$ cat src/rtl/pwm_peripheral_if.sv
// rtl/pwm_peripheral_if.sv - control-register and pin-drive bundle for the PWM peripheral
interface pwm_peripheral_if;
    logic [7:0]  en_reg_out_7_0;
    logic [7:0]  en_reg_out_15_8;
    logic [7:0]  en_reg_pwm_7_0;
    logic [7:0]  en_reg_pwm_15_8;
    logic [7:0]  pwm_duty_cycle;
    logic [15:0] out;
    logic        period_start;

    // Register-file side: drives the control registers, observes the pins.
    modport master (
        output en_reg_out_7_0,
        output en_reg_out_15_8,
        output en_reg_pwm_7_0,
        output en_reg_pwm_15_8,
        output pwm_duty_cycle,
        input  out,
        input  period_start
    );

    // Peripheral side: consumes the control registers, drives the pins.
    modport slave (
        input  en_reg_out_7_0,
        input  en_reg_out_15_8,
        input  en_reg_pwm_7_0,
        input  en_reg_pwm_15_8,
        input  pwm_duty_cycle,
        output out,
        output period_start
    );
endinterface

$ cat src/rtl/pwm_peripheral.sv
// rtl/pwm_peripheral.sv - 16-pin static/PWM output driver with prescaler and shadowed duty
module pwm_peripheral #(
    parameter int unsigned CLK_DIV = 13,
    parameter int unsigned DIV_W   = 16
) (
    input  logic             clk,
    input  logic             rst,
    pwm_peripheral_if.slave  bus
);

    localparam logic [DIV_W-1:0] DIV_LAST = DIV_W'(CLK_DIV - 1);

    logic [DIV_W-1:0] presc_q, presc_d;
    logic [7:0]       cnt_q, cnt_d;
    logic [7:0]       duty_q, duty_d;
    logic [15:0]      out_q, out_d;
    logic             ps_q, ps_d;

    logic             tick;
    logic             wrap;
    logic             pwm_hi;
    logic [15:0]      en_out;
    logic [15:0]      en_pwm;

    assign en_out = {bus.en_reg_out_15_8, bus.en_reg_out_7_0};
    assign en_pwm = {bus.en_reg_pwm_15_8, bus.en_reg_pwm_7_0};

    // One PWM step per CLK_DIV clocks; a period ends when the last step of count 255 completes.
    assign tick = (presc_q == DIV_LAST);
    assign wrap = tick && (cnt_q == 8'hFF);

    // Compare against the shadowed duty so a mid-period write cannot glitch the waveform;
    // 0xFF is special-cased so full scale really means never low.
    assign pwm_hi = (duty_q == 8'hFF) || (cnt_q < duty_q);

    // Next-state: prescaler, period counter, duty shadow, period marker and pin drive.
    always_comb begin
        presc_d = tick ? '0 : presc_q + 1'b1;
        cnt_d   = tick ? cnt_q + 8'd1 : cnt_q;
        duty_d  = wrap ? bus.pwm_duty_cycle : duty_q;
        ps_d    = wrap;
        // Disabled pins are low; enabled static pins are high; enabled PWM pins follow pwm_hi.
        out_d   = en_out & (~en_pwm | {16{pwm_hi}});
    end

    // State registers; reset clears everything immediately so no partial period survives.
    always_ff @(posedge clk or posedge rst) begin
        if (rst) begin
            presc_q <= '0;
            cnt_q   <= 8'd0;
            duty_q  <= 8'h00;
            out_q   <= 16'h0000;
            ps_q    <= 1'b0;
        end else begin
            presc_q <= presc_d;
            cnt_q   <= cnt_d;
            duty_q  <= duty_d;
            out_q   <= out_d;
            ps_q    <= ps_d;
        end
    end

    assign bus.out          = out_q;
    assign bus.period_start = ps_q;

endmodule

$ cat src/flat_wrapper.sv
// flat-port wrapper written by rule: the top's interface ports become plain ports
module pwm_peripheral_flat 
#(
    parameter int unsigned CLK_DIV = 13,
    parameter int unsigned DIV_W   = 16
)
  (clk, rst, bus_en_reg_out_7_0, bus_en_reg_out_15_8, bus_en_reg_pwm_7_0, bus_en_reg_pwm_15_8, bus_pwm_duty_cycle, bus_out, bus_period_start);
  pwm_peripheral_if bus_i ();
  input  logic clk;
  input  logic rst;
  input wire logic [$bits(bus_i.en_reg_out_7_0)-1:0] bus_en_reg_out_7_0;
  input wire logic [$bits(bus_i.en_reg_out_15_8)-1:0] bus_en_reg_out_15_8;
  input wire logic [$bits(bus_i.en_reg_pwm_7_0)-1:0] bus_en_reg_pwm_7_0;
  input wire logic [$bits(bus_i.en_reg_pwm_15_8)-1:0] bus_en_reg_pwm_15_8;
  input wire logic [$bits(bus_i.pwm_duty_cycle)-1:0] bus_pwm_duty_cycle;
  output wire logic [$bits(bus_i.out)-1:0] bus_out;
  output wire logic [$bits(bus_i.period_start)-1:0] bus_period_start;
  assign bus_i.en_reg_out_7_0 = bus_en_reg_out_7_0;
  assign bus_i.en_reg_out_15_8 = bus_en_reg_out_15_8;
  assign bus_i.en_reg_pwm_7_0 = bus_en_reg_pwm_7_0;
  assign bus_i.en_reg_pwm_15_8 = bus_en_reg_pwm_15_8;
  assign bus_i.pwm_duty_cycle = bus_pwm_duty_cycle;
  assign bus_out = bus_i.out;
  assign bus_period_start = bus_i.period_start;
  pwm_peripheral #(.CLK_DIV(CLK_DIV), .DIV_W(DIV_W)) u_core (.clk(clk), .rst(rst), .bus(bus_i));
endmodule
$ cat config.mk
export PLATFORM = sky130hd
export DESIGN_NAME = pwm_peripheral_flat
export DESIGN_NICKNAME = d
export VERILOG_FILES = /design/src/rtl/pwm_peripheral_if.sv /design/src/rtl/pwm_peripheral.sv /design/src/flat_wrapper.sv
export SDC_FILE = /design/constraint.sdc
export NUM_CORES = 1
export LEC_CHECK = 0
export CAP_MARGIN = 10
export CORE_UTILIZATION = 46
export CTS_CLUSTER_SIZE = 12
export DETAILED_ROUTE_END_ITERATION = 10
export GPL_ROUTABILITY_DRIVEN = 0
export HOLD_SLACK_MARGIN = 0.05
export PLACE_DENSITY = 0.73
export SYNTH_ARGS = -nofsm -noshare
export SYNTH_HDL_FRONTEND = slang
export SYNTH_SLANG_ARGS = --single-unit
export TNS_END_PERCENT = 100
$ cat constraint.sdc
create_clock -name clk -period 6.4 [get_ports clk]
set_clock_uncertainty 0.05 [all_clocks]
set_input_delay 1.28 -clock clk [delete_from_list [all_inputs] [get_ports clk]]
set_output_delay 1.28 -clock clk [all_outputs]
set_load 0.01 [all_outputs]
==> impl_metrics.ini <==
[run_status]
status = complete, no violations

[layout]
fin_area_sq_um = 2880
drive_gt1_frac = 0.0496
num_antenna_cells = 0
seqCellArea_sq_um = 1230
fin_util = 0.653
layout_commonest_cell = clkdlybuf4s50_1
multi_input_area_sq_um = 865
mostFrequentLayoutCells = clkdlybuf4s50_1, dfrtp_1, a21boi_0, xnor2_1, inv_1
syn2layout_area_growth_pct = 34.0
filler_cell_count = 344
fin_nets = 294

[timing]
period_minus_slack_ns = 2.75
max_slew_margin = 0.337
hold_viol = 0
max_freq_mhz = 364
rsz0062_at_grt = no
tns_ns = 0
timing.final.crit_share = 0.429
maxSlewViolCount = 0
whs_ns = 0.430
worst_pin_slew_ns = 0.993
setup_viol = 0

[global_route]
grt_pass1_wl_mm = 7.01
grt_antenna_before_repair = 0
grt.overflow.total = 0
first_global_vias = 1587
grt_max_degree = 50
grt.total_usage = 0.182

[clocking]
cts_buffers = 5
holdBufCountCts = 0
cts_sinks = 49
clk_pin_slew_ns = 0.08
cts_setup_buffers = 0
clock_latency_ns = 0.29
cts_tree = yes
post_cts_resized = 0
clock_tree.root_cell = clkbuf_8
htreeDepth = 2
cts-root-to-sink-buffers = 2

[placement]
placed_area_sq_um = 2800
hpwl_mm = 2.91
io_buffers = 58

[die]
fp.coreArea_sq_um = 4410
dieHeight_microns = 70.4
start_util = 0.488
die_area_sq_um = 4960
dieWidth_microns = 70.4
io_pins = 59
rows = 24

[pwr]
peakVddDrop_mv = 0.131
powerDensity_nw_per_um2 = 192
p_leak_nw = 1.28

[setup_path]
r2r_slack_ns = 3.65
reg2regPathDepth = 6
reg2reg_from = u_core.presc_q[0]
startpoint_type = flip-flop
cp.required_ns = 6.53
r2r_end = u_core.duty_q[6]
cp.arrival_ns = 2.88
path_max_fanout = 15
cp-end-kind = flip-flop
path_class = flip-flop to flip-flop

[hold_path]
hold_start = u_core.presc_q[15]
holdPathEnd = u_core.presc_q[15]
hold_path.class = flip-flop to flip-flop
hold_path_depth = 1

[drt]
routed_wl_mm = 3.90
drc = 0
wl_met2_mm = 1.70
routedWlPerCell_microns = 13.3
drt_iter0_markers = 99
vias_per_cell = 5.04
wl_met3_microns = 364
first_pass_iters = 4
drtAntennaViolNets = 0
top_layer = met4
vias = 1483
drt-met1-wl_mm = 1.79

[logic_synthesis]
synth.ff_latch_count = 49
synth-main-ff-cell = dfrtp_1
async_reset_ff_frac = 1.00
synth_cell_type_count = 31
synth_nets = 230
synthesis.area_sq_um = 2150
ys_seq_area_frac = 0.570
synth-edff-count = 0
yosys_warnings = 0
syn_inst = 178
syn_area_per_cell_sq_um = 12.1

[run]
cap_violations = 0
synth_stat cells (6+ instances only):
| master | number | area (sq um) |
|---|---|---|
| nand3_1 | 6 | 30.0 |
| xnor2_1 | 14 | 123 |
| a21boi_0 | 16 | 120 |
| mux2_1 | 8 | 90.1 |
| nand4_1 | 9 | 56.3 |
| xor2_1 | 6 | 52.6 |
| nand2_1 | 10 | 37.5 |
| ha_1 | 10 | 125 |
| dfrtp_1 | 49 | 1230 |
| nor2_1 | 10 | 37.5 |
| inv_1 | 14 | 52.6 |
power by group:
group	total, mW	switching [mW]	internal [mW]
combinational	0.0535	0.0178	0.0357
clock	0.179	0.0932	0.0858
sequential	0.320	0.00328	0.317
cell type report:
| class | instances | area share |
|---|---|---|
| multi-input cells | 113 | 0.300 |
| clock buffers | 7 | 0.0299 |
| inverters | 14 | 0.0182 |
| well taps | 52 | 0.0226 |
| repair buffers | 59 | 0.204 |
| flip-flops and latches | 49 | 0.425 |
sequential cells by signal, summed over array words and instances, names as in the netlist:
name / count
u_core.bus.out: 16
u_core.bus.period_start: 1
u_core.duty_q: 8
u_core.presc_q: 16
u_core.cnt_q: 8
routing by layer:
metal	track usage	vias to the layer above
met5	0	-
met4	0.0667	0
met3	0.0808	4
met2	0.268	51
met1	0.237	688
li1	-	740
critical path, cell delays in order, from the launching register on:
cell     delay, ns
dfrtp_1       0.44
inv_1         0.08
ha_1          0.14
or4b_1        0.48
nor4_4        0.74
nand2_2       0.32
mux2_1        0.40
stage by stage:
step | power, mW | worst slack [ns] | cells
after global routing | 0.580 | 3.46 | 294
after floorplan | 0.342 | 3.90 | 178
after detailed placement | 0.381 | 3.63 | 287
after global placement | 0.380 | 3.75 | 287
final | 0.553 | 3.65 | 294
after CTS | 0.561 | 3.60 | 294
logic make-up (layout without fill, tap and decap cells):
group           count (synthesis)  in the layout  share of synthesized area
xor+xnor                       20             20                     0.0814
buf+inv                        16             80                     0.0285
mux                            10             10                     0.0523
compound gates                 22             22                     0.0785
simple gates                   51             51                      0.131
fa+ha+maj                      10             10                     0.0581
flops                          49             49                      0.570
worst max-delay path by stage:
stage                            from           endpoint  cells past startpoint
floorplan                         rst  u_core.bus.out[0]                      1
global placement    u_core.presc_q[0]   u_core.duty_q[5]                      6
detailed placement  u_core.presc_q[0]   u_core.duty_q[6]                      6
CTS                 u_core.presc_q[0]   u_core.duty_q[3]                      6
global route        u_core.presc_q[0]   u_core.duty_q[6]                      6
finish              u_core.presc_q[0]   u_core.duty_q[6]                      6
(Power assumes the default switching activity.)
